$ cat config.mk
export PLATFORM = sky130hd
export DESIGN_NAME = fetch_ctrl
export DESIGN_NICKNAME = d
export VERILOG_FILES = /design/src/rtl/fetch_pkg.sv /design/src/rtl/fetch_queue.sv /design/src/rtl/fetch_ctrl.sv
export SDC_FILE = /design/constraint.sdc
export NUM_CORES = 1
export LEC_CHECK = 0
export CELL_PAD_IN_SITES_DETAIL_PLACEMENT = 0
export CELL_PAD_IN_SITES_GLOBAL_PLACEMENT = 1
export CORE_ASPECT_RATIO = 0.5
export CORE_MARGIN = 8
export CORE_UTILIZATION = 39
export DETAILED_ROUTE_END_ITERATION = 8
export PLACE_DENSITY_LB_ADDON = 0.1
export SYNTH_ARGS = -nofsm -noshare
export SYNTH_HDL_FRONTEND = slang
export SYNTH_SLANG_ARGS = --single-unit
$ cat constraint.sdc
create_clock -name clk -period 4.62 [get_ports clk]
set_clock_uncertainty 0.15 [all_clocks]
set_input_delay 0.924 -clock clk [delete_from_list [all_inputs] [get_ports clk]]
set_output_delay 0.924 -clock clk [all_outputs]
set_load 0.005 [all_outputs]
$ cat src/rtl/fetch_pkg.sv
// Shared definitions for the fetch unit: opcodes, the queued fetch entry
// and the JAL immediate decoder.
package fetch_pkg;

  localparam logic [6:0] OPC_JAL    = 7'b1101111;
  localparam logic [6:0] OPC_JALR   = 7'b1100111;
  localparam logic [6:0] OPC_BRANCH = 7'b1100011;

  typedef struct packed {
    logic [31:0] inst;
    logic [31:0] pc;
    logic        pred_taken;
    logic [31:0] pred_pc;
  } fetch_entry_t;

  function automatic logic [31:0] j_imm(input logic [31:0] inst);
    return {{11{inst[31]}}, inst[31], inst[19:12], inst[20], inst[30:21], 1'b0};
  endfunction

endpackage

$ cat src/rtl/fetch_queue.sv
// Two-entry FIFO of fetch entries; flush wins over push and clears both slots.
module fetch_queue
  import fetch_pkg::*;
(
  input  logic         clk,
  input  logic         rst,
  input  logic         push,
  input  logic         pop,
  input  logic         flush,
  input  fetch_entry_t push_entry,
  output fetch_entry_t head,
  output logic [1:0]   count
);

  fetch_entry_t slot1;

  // The caller never pops an empty queue nor pushes a full one without popping.
  always_ff @(posedge clk) begin
    if (rst || flush) begin
      head  <= '0;
      slot1 <= '0;
      count <= 2'd0;
    end else begin
      case ({push, pop})
        2'b10: begin
          if (count == 2'd0) head <= push_entry;
          else               slot1 <= push_entry;
          count <= count + 2'd1;
        end
        2'b01: begin
          head  <= slot1;
          slot1 <= '0;
          count <= count - 2'd1;
        end
        2'b11: begin
          if (count == 2'd1) begin
            head <= push_entry;
          end else begin
            head  <= slot1;
            slot1 <= push_entry;
          end
        end
        default: ;
      endcase
    end
  end

endmodule

$ cat src/rtl/fetch_ctrl.sv
// Fetch sequencer: owns the PC, predecodes JAL as taken and feeds decode
// through a 2-entry queue; an execute redirect flushes and reloads the PC.
module fetch_ctrl
  import fetch_pkg::*;
#(
  parameter int              XLEN     = 32,
  parameter logic [XLEN-1:0] RESET_PC = 32'h0000_0000
) (
  input  logic            clk,
  input  logic            rst,
  output logic [XLEN-1:0] imem_addr,
  input  logic [31:0]     imem_inst,
  input  logic            redirect_valid,
  input  logic [XLEN-1:0] redirect_pc,
  output logic            out_valid,
  input  logic            out_ready,
  output logic [31:0]     out_inst,
  output logic [XLEN-1:0] out_pc,
  output logic            out_pred_taken,
  output logic [XLEN-1:0] out_pred_pc
);

  logic [XLEN-1:0] pc_r;
  logic            is_jal;
  logic [XLEN-1:0] pred_pc;
  logic            pop;
  logic            fire;
  logic [1:0]      count;
  fetch_entry_t    push_entry;
  fetch_entry_t    head;

  assign imem_addr = pc_r;

  assign is_jal  = (imem_inst[6:0] == OPC_JAL);
  assign pred_pc = is_jal ? pc_r + j_imm(imem_inst) : pc_r + 32'd4;

  assign out_valid = (count != 2'd0);
  assign pop       = out_valid & out_ready;
  assign fire      = ~redirect_valid & ((count != 2'd2) | pop);

  assign push_entry = '{inst: imem_inst, pc: pc_r, pred_taken: is_jal, pred_pc: pred_pc};

  always_ff @(posedge clk) begin
    if (rst)                 pc_r <= RESET_PC;
    else if (redirect_valid) pc_r <= redirect_pc & ~32'd3;
    else if (fire)           pc_r <= pred_pc;
  end

  fetch_queue u_queue (
    .clk        (clk),
    .rst        (rst),
    .push       (fire),
    .pop        (pop),
    .flush      (redirect_valid),
    .push_entry (push_entry),
    .head       (head),
    .count      (count)
  );

  assign out_inst       = head.inst;
  assign out_pc         = head.pc;
  assign out_pred_taken = head.pred_taken;
  assign out_pred_pc    = head.pred_pc;

endmodule

== Word level (Yosys, flattened, before mapping) ==
Cells that the tools add are included.

* Register bits: 228
* Input bits: 68
* Output and inout bits: 130
* Logic and storage cells: 47

* Add/subtract/negate cells: 4
* Equal/unequal tests: 9
* Multiplexer cells: 10
* Bitwise gates (word level): 4
* Reduce and logical (&&, ||, !) cells: 9

{| class="wikitable"
|+ Operators with widths
! kind !! number
|-
| $pmux W97 S3 || 2
|-
| $mux W97 || 4
|-
| $mux W32 || 3
|-
| $add A32 B3 Y32 const B || 1
|-
| $add A32 B32 Y32 || 1
|-
| $eq A7 B7 Y1 const B || 1
|-
| $ne A2 B2 Y1 const B || 3
|-
| $reduce_bool A2 Y1 || 3
|-
| $eq A2 B1 Y1 const B || 2
|-
| $eq A2 B2 Y1 const B || 2
|-
| $pmux W2 S2 || 1
|-
| $reduce_and A3 Y1 || 1
|-
| $reduce_bool A3 Y1 || 1
|-
| $add A2 B1 Y2 const B || 1
|-
| $and A1 B1 Y1 || 2
|-
| $logic_not A2 Y1 || 1
|-
| $ne A2 B1 Y1 const B || 1
|-
| $reduce_and A2 Y1 || 1
|-
| $reduce_or A2 Y1 || 1
|-
| $sub A2 B1 Y2 const B || 1
|-
| $logic_or A1 B1 Y1 || 1
|-
| $not A1 Y1 || 1
|-
| $or A1 B1 Y1 || 1
|}

== Depth between registers and ports, before layout ==
* Word-level depth: 7
* Gate-level depth with buffers: 11
* Depth with buffers taken out: 10

== Cells and area by module ==
A second synthesis with hierarchy kept.

* Cells, all modules: 1598
* Area, all modules: 12692.2 um^2

{| class="wikitable"
|+ By module, submodules not included
! module !! instances !! cells an instance !! area each (um^2) !! seq. area each (um^2)
|-
| fetch_queue || 1 || 1030 || 8813.5 || 3923.8
|-
| fetch_ctrl || 1 || 568 || 3878.7 || 620.6
|}

== Worst setup path after synthesis ==
OpenSTA, ideal clock, no wires.

* Kind: input -> register
* Start: in imem_inst[21]
* End: reg pc_r[21], in the netlist imem_addr[21]
* Library setup time: 95 ps
* Arrival time: 3266 ps
* Setup slack: 1108 ps
* Cell stages on the path: 10
* Cell sequence: ha_1 fa_1 a21o_1 a221o_1 a2111o_1 a31oi_4 xor2_1 o21ai_0 nand2_1 a221oi_1

* Word-level cells in the longest chain between the ends: 4

{| class="wikitable"
|+ Ends and longest elaborated chain
! what !! line !! source
|-
| from (decl) || fetch_ctrl.sv:12 || <nowiki>input logic [31:0] imem_inst,</nowiki>
|-
| $add A32 B32 Y32 || fetch_ctrl.sv:35 || <nowiki>assign pred_pc = is_jal ? pc_r + j_imm(imem_inst) : pc_r + 32'd4;</nowiki>
|-
| $mux W32 || fetch_ctrl.sv:35 ||
|-
| $mux W32 || fetch_ctrl.sv:46 || <nowiki>else if (fire) pc_r <= pred_pc;</nowiki>
|-
| $mux W32 || fetch_ctrl.sv:45 || <nowiki>else if (redirect_valid) pc_r <= redirect_pc & ~32'd3;</nowiki>
|-
| to (signal assigned) || fetch_ctrl.sv:45 ||
|-
| to (signal assigned) || fetch_ctrl.sv:46 ||
|-
| to (decl) || fetch_ctrl.sv:23 || <nowiki>logic [XLEN-1:0] pc_r;</nowiki>
|}

No other way between the ends. The select of a mux whose other input is x is not followed.
A chain may end at the register's enable or synchronous reset.

== Worst setup path after layout ==
* Start: in imem_inst[21]
* End: reg pc_r[27], in the netlist imem_addr[27]

The elaborated chain is that of the path after synthesis.

==> flow_metrics.py <==
metrics = {
    "clock_tree": {
        "clock_latency_ps": 540,
        "clkTransAtPathRegs_ps": 60,
        "cts_tree": "yes",
        "root_buffer": "clkbuf_16",
        "numCtsBuffers": 23,
        "post_cts_resized": 0,
        "clock-sinks": 223,
        "cts_max_path_buffers": 3,
        "hold_buffers": 0,
        "post-cts-setup-buffers": 0,
        "cts.htree.levels": 1,
    },
    "drt": {
        "first_pass_iters": 5,
        "routed-via-count": 11761,
        "viasPerCell": 5.57,
        "wl_met1_um": 21300,
        "wl_um": 44700,
        "drc": 0,
        "ant_nets": 0,
        "route.met2.wl_um": 19300,
        "wl_met3_um": 3120,
        "drt-initial-drc-count": 974,
        "wl_per_cell_um": 21.2,
        "highest_layer": "met4",
    },
    "worst_setup_path": {
        "crit_top_cell": "a21oi_1",
        "path_class": "in2reg",
        "slowest_delay_ps": 510,
        "crit_family": "compound AO/OA/AOI/OAI gates",
        "crit_fanout": 3,
        "cp-start-kind": "primary input",
        "crit_arrival_ps": 4280,
        "cp_num_buf_inv": 1,
        "cp_cell_sequence": "clkdlybuf4s50_1 > ha_1 > fa_1 > a21o_1 > a221o_1 > a31oi_1 > a21oi_1 > a21oi_1 > mux2i_1 > nand3_1 > a221oi_1",
        "slowest_stage": "clkdlybuf4s50_1",
        "cp.required_ps": 4920,
        "crit_path_end_kind": "register",
    },
    "sta": {
        "rsz0062_at_grt": "false",
        "fin_crit_ps": 3990,
        "fin_hold_ws_ps": 303,
        "hold_viol": 0,
        "fmax_ghz": 0.251,
        "finalWorstSetupSlack_ps": 635,
        "finalSetupTns_ps": 0,
        "finalCritPeriodShare": 0.863,
        "maxSlewHeadroom": 0.461,
        "tightest_slew_ps": 807,
        "finalSetupViolCount": 0,
        "slew_violations": 0,
    },
    "yosys": {
        "async_flop_share": 0,
        "syn_area_per_cell_um2": 7.60,
        "netlist_area_um2": 11800,
        "yosys_warnings": 0,
        "seq_area_frac_synth": 0.380,
        "yosys_most_used_dff": "dfxtp_1",
        "synth_edf_count": 0,
        "ys_ff_latch": 223,
        "synth_top_area_share": 0.380,
        "syn_inst": 1547,
        "yosysTopAreaCell": "dfxtp_1",
        "synth.area.top_cells": "dfxtp_1, nand2_1, a21oi_1",
        "yosysUniqueCellTypes": 81,
    },
    "floorplan": {
        "die_h_um": 139,
        "io-pin-count": 198,
        "dieArea_um2": 36300,
        "core_area_um2": 30000,
        "fp-row-count": 45,
        "die_w_um": 262,
        "start_util": 0.392,
    },
    "global_route": {
        "grt_pass1_wl_um": 67700,
        "grt_pass1_vias": 10883,
        "grt_max_degree": 58,
        "overflow": 0,
        "grtUsageTotal": 0.237,
        "grt_antenna_before_repair": 0,
    },
    "final_layout": {
        "diodes": 0,
        "drive_gt1_frac": 0.0736,
        "mostFrequentLayoutCell": "nand2_1",
        "nNetsFinal": 1800,
        "final_cell_mix": "nand2_1, dfxtp_1, clkdlybuf4s50_1, a21oi_1, nor2_1",
        "nFillCells": 2929,
        "area_delta_synth_final_pct": 26.2,
    },
    "placement": {
        "place_congestion": 0.899,
        "dp_hpwl_um": 32400,
        "place_worst_setup_slack_ps": 160,
        "port_buffers": 192,
    },
    "hold_path": {
        "hold_path.class": "reg2reg",
    },
    "flow_run": {
        "max-cap-violations": 0,
    },
    "pwr": {
        "power_density_nw_per_um2": 338,
        "fin_total_pwr_mw": 5.02,
        "ir_drop_v": 0.000281,
        "leakagePower_nw": 5.54,
    },
    "outcome": {
        "status": "complete, no violations",
    },
}
## cells by family (layout without fill, tap and decap cells)
logic type,Yosys count,count (layout),share of synthesized area
other,1,3,0.000319
and+or+nand+nor,644,644,0.233
xor gates and xnor gates,47,47,0.0350
muxes,11,11,0.00948
DFF,223,223,0.380
AOI/OAI and AO/OA,434,434,0.241
buffers and inverters,152,314,0.0636
adders and majority gates,35,35,0.0379
## Yosys cell counts (all sizes together) (6+ instances only)
cell type and count:
nor3 19, o21ai 59, xnor2 27, o211ai 10, o21bai 6, o221ai 8, o22ai 6, a311oi 71
nand3 33, nand2 371, and3 10, a21o 16, and2 7, a21oi 186, inv 21, a31oi 9
dfxtp 223, xor2 20, a211oi 20, clkbuf 106, or3 7, nor2 151, mux2i 10, ha 34
a221oi 9, buf 19, nand4 19, and4 9
## metal layers
| metal | vias up | global-route usage |
|---|---|---|
| met5 | - | 0 |
| met4 | 0 | 0.0486 |
| met3 | 57 | 0.0538 |
| met2 | 362 | 0.357 |
| met1 | 5609 | 0.340 |
| li1 | 5733 | - |
## state kept, by name, summed over array words and instances (netlist names)
| register | cells |
|---|---|
| u_queue.head | 95 |
| imem_addr | 31 |
| u_queue.count | 2 |
| u_queue.slot1 | 95 |
## cell type report
type / count / area (um^2) / area share
inverter: 22 / 82.6 / 0.00557
timing repair buffer: 253 / 2460 / 0.166
multi-input combinational: 1174 / 6610 / 0.446
clock inverter: 9 / 62.6 / 0.00422
clock buffer: 30 / 652 / 0.0439
tap: 399 / 499 / 0.0337
sequential: 223 / 4460 / 0.301
## per-stage QoR
| stage | util | area [um^2] | cells |
|---|---|---|---|
| after floorplan | - | 11800 | 1549 |
| after global placement | 0.471 | 14100 | 2071 |
| after detailed placement | 0.471 | 14100 | 2071 |
| after CTS | 0.494 | 14800 | 2110 |
| after global routing | 0.494 | 14800 | 2110 |
| final | 0.494 | 14800 | 2110 |
## power by group
part / internal (mW) / switching [mW]
Clock: 0.998 / 0.830
Combinational: 0.449 / 0.645
Sequential: 2.01 / 0.0885
## final timing paths
| kind | start | end | slack [ps] | cells past startpoint |
|---|---|---|---|---|
| max | imem_inst[21] | imem_addr[27] | 630 | 11 |
| max reg2reg | imem_addr[1] | imem_addr[27] | 1150 | 10 |
| min | u_queue.slot1[44] | u_queue.slot1[44] | 300 | 2 |
| min reg2reg | u_queue.slot1[44] | u_queue.slot1[44] | 300 | 2 |
## tightest hold or removal path: stages (launching register included)
cell and delay (ps):
dfxtp_1 310, nand2_1 50, a21oi_1 50
(Power assumes the default switching activity.)
